$ cat config.mk
export PLATFORM = sky130hd
export DESIGN_NAME = tv_recorder
export DESIGN_NICKNAME = d
export VERILOG_FILES = /design/src/rtl/tv_pkg.sv /design/src/rtl/tv_mem.sv /design/src/rtl/tv_recorder.sv
export SDC_FILE = /design/constraint.sdc
export NUM_CORES = 1
export LEC_CHECK = 0
export ABC_AREA = 1
export BUFFER_PORTS_ARGS = -buffer_cell sky130_fd_sc_hd__buf_2
export CORE_MARGIN = 8
export CORE_UTILIZATION = 53
export CTS_CLUSTER_SIZE = 16
export DETAILED_ROUTE_END_ITERATION = 7
export PLACE_DENSITY = 0.78
export SYNTH_ARGS = -nofsm -noshare
export SYNTH_HDL_FRONTEND = slang
export SYNTH_SLANG_ARGS = --single-unit
$ cat constraint.sdc
create_clock -name clk -period 2.6 [get_ports clk]
set_input_delay 0.52 -clock clk [delete_from_list [all_inputs] [get_ports clk]]
set_output_delay 0.52 -clock clk [all_outputs]
set_load 0.02 [all_outputs]
$ cat src/rtl/tv_pkg.sv
// Shared definitions for the test-vector recorder: FSM state encoding and
// default geometry of the capture buffer.
package tv_pkg;

  localparam int DEF_VEC_W  = 3;
  localparam int DEF_DEPTH  = 8;
  localparam int DEF_ADDR_W = 3;

  typedef enum logic [1:0] {
    IDLE    = 2'd0,
    CAPTURE = 2'd1,
    DRAIN   = 2'd2
  } state_t;

endpackage

$ cat src/rtl/tv_mem.sv
// Vector buffer: DEPTH x VEC_W register array with one synchronous write
// port and one combinational read port. Contents survive reset.
module tv_mem #(
  parameter int VEC_W  = 3,
  parameter int DEPTH  = 8,
  parameter int ADDR_W = 3
) (
  input  logic              clk,
  input  logic              we,
  input  logic [ADDR_W-1:0] waddr,
  input  logic [VEC_W-1:0]  wdata,
  input  logic [ADDR_W-1:0] raddr,
  output logic [VEC_W-1:0]  rdata
);

  logic [VEC_W-1:0] mem [DEPTH];

  // Store the captured vector on the same edge it is presented.
  always_ff @(posedge clk) begin
    if (we) begin
      mem[waddr] <= wdata;
    end
  end

  assign rdata = mem[raddr];

endmodule

$ cat src/rtl/tv_recorder.sv
// Test-vector capture engine: records {inputs, output} vectors into a buffer,
// then streams them out over valid/ready in .tv line order.
module tv_recorder
  import tv_pkg::*;
#(
  parameter int VEC_W  = DEF_VEC_W,
  parameter int DEPTH  = DEF_DEPTH,
  parameter int ADDR_W = DEF_ADDR_W
) (
  input  logic              clk,
  input  logic              reset,
  input  logic              i_start,
  input  logic              i_stop,
  input  logic [VEC_W-1:0]  i_vec,
  input  logic              i_vec_valid,
  output logic              o_busy,
  output logic              o_full,
  output logic [ADDR_W:0]   o_count,
  output logic [VEC_W-1:0]  o_rd_data,
  output logic              o_rd_valid,
  input  logic              i_rd_ready,
  output logic              o_rd_last,
  output logic              o_done
);

  localparam logic [ADDR_W:0] DEPTH_CNT = (ADDR_W+1)'(DEPTH);
  localparam logic [ADDR_W:0] CNT_ZERO  = (ADDR_W+1)'(0);
  localparam logic [ADDR_W:0] CNT_ONE   = (ADDR_W+1)'(1);
  localparam logic [ADDR_W:0] CNT_TWO   = (ADDR_W+1)'(2);
  localparam logic [ADDR_W-1:0] PTR_ONE = ADDR_W'(1);

  state_t            state;
  logic [ADDR_W-1:0] wr_ptr;
  logic [ADDR_W-1:0] rd_ptr;
  logic [ADDR_W:0]   new_count;
  logic              wr_en;
  logic [VEC_W-1:0]  rd_word;

  // A write can only happen while capturing and while there is room left.
  assign wr_en     = (state == CAPTURE) && i_vec_valid && (o_count < DEPTH_CNT);
  assign new_count = o_count + {{ADDR_W{1'b0}}, wr_en};
  assign o_busy    = (state != IDLE);
  assign o_rd_data = o_rd_valid ? rd_word : {VEC_W{1'b0}};

  tv_mem #(
    .VEC_W  (VEC_W),
    .DEPTH  (DEPTH),
    .ADDR_W (ADDR_W)
  ) u_mem (
    .clk   (clk),
    .we    (wr_en),
    .waddr (wr_ptr),
    .wdata (i_vec),
    .raddr (rd_ptr),
    .rdata (rd_word)
  );

  // Capture/drain FSM with pointers and registered handshake flags.
  always_ff @(posedge clk) begin
    if (reset) begin
      state      <= IDLE;
      wr_ptr     <= {ADDR_W{1'b0}};
      rd_ptr     <= {ADDR_W{1'b0}};
      o_count    <= CNT_ZERO;
      o_full     <= 1'b0;
      o_rd_valid <= 1'b0;
      o_rd_last  <= 1'b0;
      o_done     <= 1'b0;
    end else begin
      o_done <= 1'b0;
      case (state)
        IDLE: begin
          if (i_start) begin
            state   <= CAPTURE;
            wr_ptr  <= {ADDR_W{1'b0}};
            o_count <= CNT_ZERO;
            o_full  <= 1'b0;
          end
        end
        CAPTURE: begin
          if (wr_en) begin
            wr_ptr  <= wr_ptr + PTR_ONE;
            o_count <= new_count;
          end
          // A vector presented alongside i_stop is already folded into new_count.
          if ((new_count == DEPTH_CNT) || (i_stop && (new_count != CNT_ZERO))) begin
            state      <= DRAIN;
            rd_ptr     <= {ADDR_W{1'b0}};
            o_rd_valid <= 1'b1;
            o_rd_last  <= (new_count == CNT_ONE);
            o_full     <= (new_count == DEPTH_CNT);
          end else if (i_stop) begin
            state  <= IDLE;
            o_done <= 1'b1;
          end
        end
        DRAIN: begin
          if (o_rd_valid && i_rd_ready) begin
            if (o_rd_last) begin
              state      <= IDLE;
              o_rd_valid <= 1'b0;
              o_rd_last  <= 1'b0;
              o_full     <= 1'b0;
              o_done     <= 1'b1;
            end else begin
              rd_ptr    <= rd_ptr + PTR_ONE;
              o_rd_last <= (({1'b0, rd_ptr} + CNT_TWO) == o_count);
            end
          end
        end
        default: begin
          state <= IDLE;
        end
      endcase
    end
  end

endmodule
== Word-level counts from Yosys, hierarchy flattened ==
Memories as Yosys holds them, arrays and structs flattened. A register that Yosys moved wholly into a read port is not among the register bits.
Cells that the tools add are included.
Storage, ports and cells
  register bits after elaboration: 16
  bits in latches: 0
  memory bits (writable): 24
  memory bits (read-only): 0
  output and inout port bits: 12
  word-level logic and storage cells: 80
  memories: 1
Memories
  u_mem.mem: words 8, width 3, rd ports 1, clocked after memory_dff 1, wr ports 1, line tv_mem.sv:16  | logic [VEC_W-1:0] mem [DEPTH];
Cells by class
  $add $sub $neg: 4
  multipliers: 0
  div/mod/pow operators: 0
  magnitude comparators: 1
  equality and inequality tests: 12
  shift-type cells: 0
  mux-type cells: 37
  bitwise operators: 0
  reduce and logical (&&, ||, !) cells: 17
Operators by type and width (number)
  3-bit 2-to-1 mux: 8
  1-bit 2-to-1 mux: 14
  3-bit case mux with 2 select lines: 2
  4-bit AND reduction: 3
  2-bit 2-to-1 mux: 5
  2-bit inequality test, second input constant: 5
  4-bit 2-to-1 mux: 2
  4-bit case mux with 2 select lines: 1
  3-bit by 1-bit adder with 3-bit output, second input constant: 2
  1-bit case mux with 2 select lines: 3
  2-bit case mux with 3 select lines: 1
  3-bit AND reduction: 2
  2-bit nonzero test: 3
  5-bit AND reduction: 1
  3-bit by 2-bit adder with 4-bit output, second input constant: 1
  4-bit by 1-bit adder with 4-bit output: 1
  4-bit by 1-bit == test with 1-bit output, second input constant: 1
  4-bit == test: 1
  4-bit == test, second input constant: 1
  1-bit logical AND: 4
  4-bit less-than comparator, second input constant: 1
  4-bit nonzero test: 1
  3-bit by 2-bit inequality test with 1-bit output, second input constant: 1
  1-bit case mux with 3 select lines: 1
  6 further kinds: 6

== Longest topological paths before layout ==
  depth after elaboration: 11
  depth in mapped cells: 17

== Cells and area by module ==
From an unflattened synthesis, not the netlist that was laid out.
Second synthesis, totals
  cell total of the unflattened synthesis: 283
  area total of the unflattened synthesis: 2207.1 um^2
By module, submodules not included
  tv_mem: times used 1, cells each 121, area an instance 1117.3 um^2, sequential area each 720.7 um^2
  tv_recorder: times used 1, cells each 162, area an instance 1089.8 um^2, sequential area each 320.3 um^2

== Worst setup path before layout ==
No wires, ideal clock.
  path type: reg-to-reg
  start: reg state[1]
  end: reg o_rd_last
  library setup time: 0.112 ns
  arrival: 2.101 ns
  data required time: 2.488 ns
  setup slack: 0.387 ns
  cell stages (with the launch flop): 16
  buffers on the path: 1
  period minus slack after synthesis: 2.213 ns
  path through: dfxtp_1 -> inv_1 -> ha_1 -> clkbuf_8 -> nand3_1 -> inv_1 -> ha_1 -> ha_1 -> nor2_1 -> inv_1 -> nor2_4 -> nand2_4 -> nand3_4 -> nand2_1 -> nor2_1 -> nor2_1
Between the ends
  word-level cells in the longest chain between the ends: 9
  elaborated cells on any way between the ends: 16
  classes of those cells: add/sub: 1; eq/ne: 6; mux: 2; reduce/logical: 7
Ends and longest elaborated chain
  from (decl): line tv_recorder.sv:32  | state_t state;
  from (signal assigned): line tv_recorder.sv:61  | state <= IDLE;
  from (signal assigned): line tv_recorder.sv:74  | state <= CAPTURE;
  from (signal assigned): line tv_recorder.sv:87  | state <= DRAIN;
  2-bit by 1-bit == test with 1-bit output: line tv_recorder.sv:40, tv_recorder.sv:71
  1-bit logical AND (2 in series): line tv_recorder.sv:40  | assign wr_en = (state == CAPTURE) && i_vec_valid && (o_count < DEPTH_CNT);
  4-bit by 1-bit adder with 4-bit output: line tv_recorder.sv:41  | assign new_count = o_count + {{ADDR_W{1'b0}}, wr_en};
  4-bit nonzero test: line tv_recorder.sv:86  | if ((new_count == DEPTH_CNT) || (i_stop && (new_count != CNT_ZERO))) begin
  1-bit logical AND: line tv_recorder.sv:86
  1-bit logical OR: line tv_recorder.sv:86
  2-bit by 1-bit inequality test with 1-bit output (no line)
  3-bit AND reduction (no line)
  to (signal assigned): line tv_recorder.sv:90  | o_rd_last <= (new_count == CNT_ONE);
  to (signal assigned): line tv_recorder.sv:107  | o_rd_last <= (({1'b0, rd_ptr} + CNT_TWO) == o_count);
  to (decl): line tv_recorder.sv:22  | output logic o_rd_last,
Several ways; a longest one is shown, not always the timed one. The select of a mux whose other input is x is not followed.
A chain may end at the register's enable or synchronous reset.

==> impl_metrics.py <==
metrics = {
    "worst_setup_path": {
        "crit_chain": "inv_1 > ha_1 > nand3_1 > inv_1 > ha_1 > ha_1 > nor2_1 > inv_1 > nor2_4 > nand2_4 > nand3_4 > nand3_4 > nand2_1 > nand2_1 > nor2_1",
        "required_ps": 2830,
        "r2r_setup_slack_ps": 240,
        "worstReg2RegStart": "state[1]$_SDFFE_PP0P_",
        "arrival_ps": 2590,
        "end_kind": "register",
        "rr_worst_depth": 15,
        "startpoint_type": "register",
        "path_class": "register to register",
        "critical-path-slowest-cell": "dfxtp_1",
        "crit_path_max_incr_delay_ps": 390,
        "cp_max_fo": 8,
    },
    "cells_and_area": {
        "antenna_cells": 0,
        "final_core_util_pct": 59.4,
        "fill_cells": 355,
        "drive_gt1_share_pct": 15.9,
        "nets": 281,
        "area_delta_synth_final_pct": 10.2,
        "seq_area_um2": 1100,
        "multi_input_area_um2": 880,
    },
    "drt": {
        "wl_per_cell_um": 13.9,
        "drtIter0Drc": 110,
        "drc": 0,
        "totalWireLength_um": 4350,
        "via_per_inst": 5.28,
        "via_count": 1657,
        "ant_nets": 0,
        "first_pass_iters": 4,
    },
    "synthesis": {
        "synthAdderAreaFrac_pct": 5.30,
        "synth_most_common_cell": "nand2_1",
        "yosys-top-cells-count": "nand2_1 (42), nor2_1 (40), edfxtp_1 (24), inv_1 (23), dfxtp_1 (19)",
        "muxShareOfSynthArea_pct": 0,
        "avgSynthCellArea_um2": 8.85,
        "synth_area_leader_cell": "edfxtp_1",
        "yosysSeqAreaShare_pct": 51.8,
        "synth_xor_area_share_pct": 0.824,
        "synth_edf_count": 24,
        "yosys-top-cells-area": "edfxtp_1 (34%), dfxtp_1 (18%), nand2_1 (7.4%)",
        "ys_ff_latch": 43,
        "yosysUniqueCellTypes": 30,
        "syn_area_um2": 2120,
        "ys_warn_count": 0,
        "yosys.area.top_type_share_pct": 33.9,
        "ys.flop_type": "edfxtp_1",
        "synth-compound-area-share_pct": 11.4,
        "synthArstFlopShare_pct": 0,
        "synthCells": 240,
        "synth_top_family_by_area": "simple AND/OR/NAND/NOR gates",
        "synthSimpleGateAreaFrac_pct": 23.9,
        "synth_nets": 258,
    },
    "pwr": {
        "internal_power_mw": 1.02,
        "switching_share_pct": 29.0,
        "p_leak_nw": 0.957,
        "seqPwrFrac_pct": 53.2,
        "p_switching_mw": 0.417,
        "pwr-share-clk_pct": 28.3,
        "p_per_area_nw_per_um2": 614,
        "power.share.combinational_pct": 18.5,
        "ir_drop_uv": 332,
    },
    "timing": {
        "drv_slew": 0,
        "fmax_mhz": 424,
        "tightest_slew_ps": 336,
        "final.setup.tns_ps": 0,
        "hold_violations": 0,
        "rsz0062_at_grt": "false",
        "setup_viol_count_final": 0,
        "finalCritPeriodShare_pct": 90.8,
        "maxSlewHeadroom_pct": 77.6,
        "min_period_ps": 2360,
        "finClkSkew_ps": 5.57,
    },
    "clock_network": {
        "cts_setup_buffers": 0,
        "cts.path.max_buffers": 2,
        "cts_tree": "yes",
        "cts_buffers": 5,
        "clockRootBuffer": "clkbuf_8",
        "h-tree-depth": 2,
        "clkSinkCount": 43,
        "path_clk_slew_ps": 80,
        "worstSkewPairLatency_ps": 290,
        "cts_resized": 0,
        "cts_hold_buf": 0,
    },
    "placement": {
        "io_buffers": 20,
        "dp_hpwl_um": 3340,
        "gp_congestion": 0.907,
    },
    "grt": {
        "grt_util_all_layers_pct": 14.4,
        "grt_pass1_wl_um": 7250,
        "grt_overflow_total": 0,
        "grt_max_degree": 17,
        "antenna_found_initial": 0,
        "grt_pass1_vias": 1602,
    },
    "die": {
        "initial_utilization_pct": 53.9,
        "dieArea_um2": 6290,
        "fp.dieH_um": 79.3,
        "die_w_um": 79.3,
        "num_io_pins": 21,
        "row_count": 23,
        "core_area_um2": 3940,
    },
    "worst_hold_path": {
        "whs_path_depth": 2,
        "hold_path_class": "register to register",
        "hp-start": "o_full$_SDFFE_PP0P_",
        "hold_end": "o_full$_SDFFE_PP0P_",
    },
    "job": {
        "max_cap_viol_count": 0,
    },
    "outcome": {
        "status": "complete, no violations",
    },
}
## power by group through the flow
stage                     Clock [mW]  Combinational (mW)  Sequential, mW
after global placement             0               0.259           0.780
after detailed placement           0               0.267           0.781
after global routing           0.453               0.296           0.770
final                          0.407               0.266           0.765
after floorplan                    0               0.199           0.779
after CTS                      0.419               0.268           0.765
## state kept, by name (all words and copies together), names as in the netlist, named ones only
| name | count |
|---|---|
| wr_ptr | 3 |
| state | 2 |
| o_rd_valid | 1 |
| u_mem.mem | 24 |
| o_full | 1 |
| o_done | 1 |
| rd_ptr | 3 |
| o_rd_last | 1 |
| o_count | 4 |
## worst max-delay path: cells and delay by family, from the launching register on
family                   cells  cell delay, ps
AND/OR/NAND/NOR              9             910
flip-flops                   1             390
buffers and inverters        3             250
adder cells (fa/ha/maj)      3             740
## how the worst max path moves through the flow
stage                                     start                     end  slack [ps]
after floorplan           state[1]$_SDFFE_PP0P_  o_rd_last$_SDFFE_PP0P_         390
after global placement    state[1]$_SDFFE_PP0P_  o_rd_last$_SDFFE_PP0P_         410
after detailed placement  state[1]$_SDFFE_PP0P_                register         270
after CTS                 state[1]$_SDFFE_PP0P_                register         240
after global routing      state[1]$_SDFFE_PP0P_                register          90
final                     state[1]$_SDFFE_PP0P_                register         240
## final cells by class
cell class / count / share of cell area, %
flip-flops and latches: 43 / 47.0
inverters: 26 / 4.17
well taps: 50 / 2.67
multi-input cells: 165 / 37.6
clock inverters: 2 / 0.534
clock buffers: 6 / 3.10
repair buffers: 22 / 4.92
## cell families after synthesis
group | after synthesis
AOI/OAI and AO/OA | 44
xor gates and xnor gates | 2
adders and majority gates | 9
buffers and inverters | 32
DFF | 43
and+or+nand+nor | 110
## cell usage in the layout, fill, tap and decap left out, drive strengths merged
| master | count |
|---|---|
| nand2 | 47 |
| nor2 | 41 |
| inv | 26 |
| edfxtp | 24 |
| buf | 22 |
| o21ai | 20 |
| dfxtp | 19 |
| a21oi | 14 |
| nand3 | 12 |
| ha | 9 |
| nand4 | 8 |
| clkbuf | 6 |
| o22ai | 4 |
| a31oi | 3 |
| xnor2 | 2 |
| or2 | 1 |
| a22oi | 1 |
| a21boi | 1 |
| o211a | 1 |
| nor3 | 1 |
| clkinvlp | 1 |
| clkinv | 1 |
## per-layer routing
layer,routed length [µm],up-vias,global-route usage (%)
li1,-,855,-
met1,1960,765,16.8
met2,2130,31,24.4
met3,201,6,4.18
met4,58,0,5.56
met5,0,-,0
## stage by stage
stage                     total power [mW]  cell area, µm²  setup WS [ps]  hold slack (ps)  std cells
after floorplan                      0.978            2120            387              471        240
after global routing                  1.52            2340           87.7              494        314
final                                 1.44            2340            240              462        314
after detailed placement              1.05            2260            266              454        306
after global placement                1.04            2260            415              451        306
after CTS                             1.45            2340            240              467        314
Note: power is estimated with default switching activity, not from simulation.
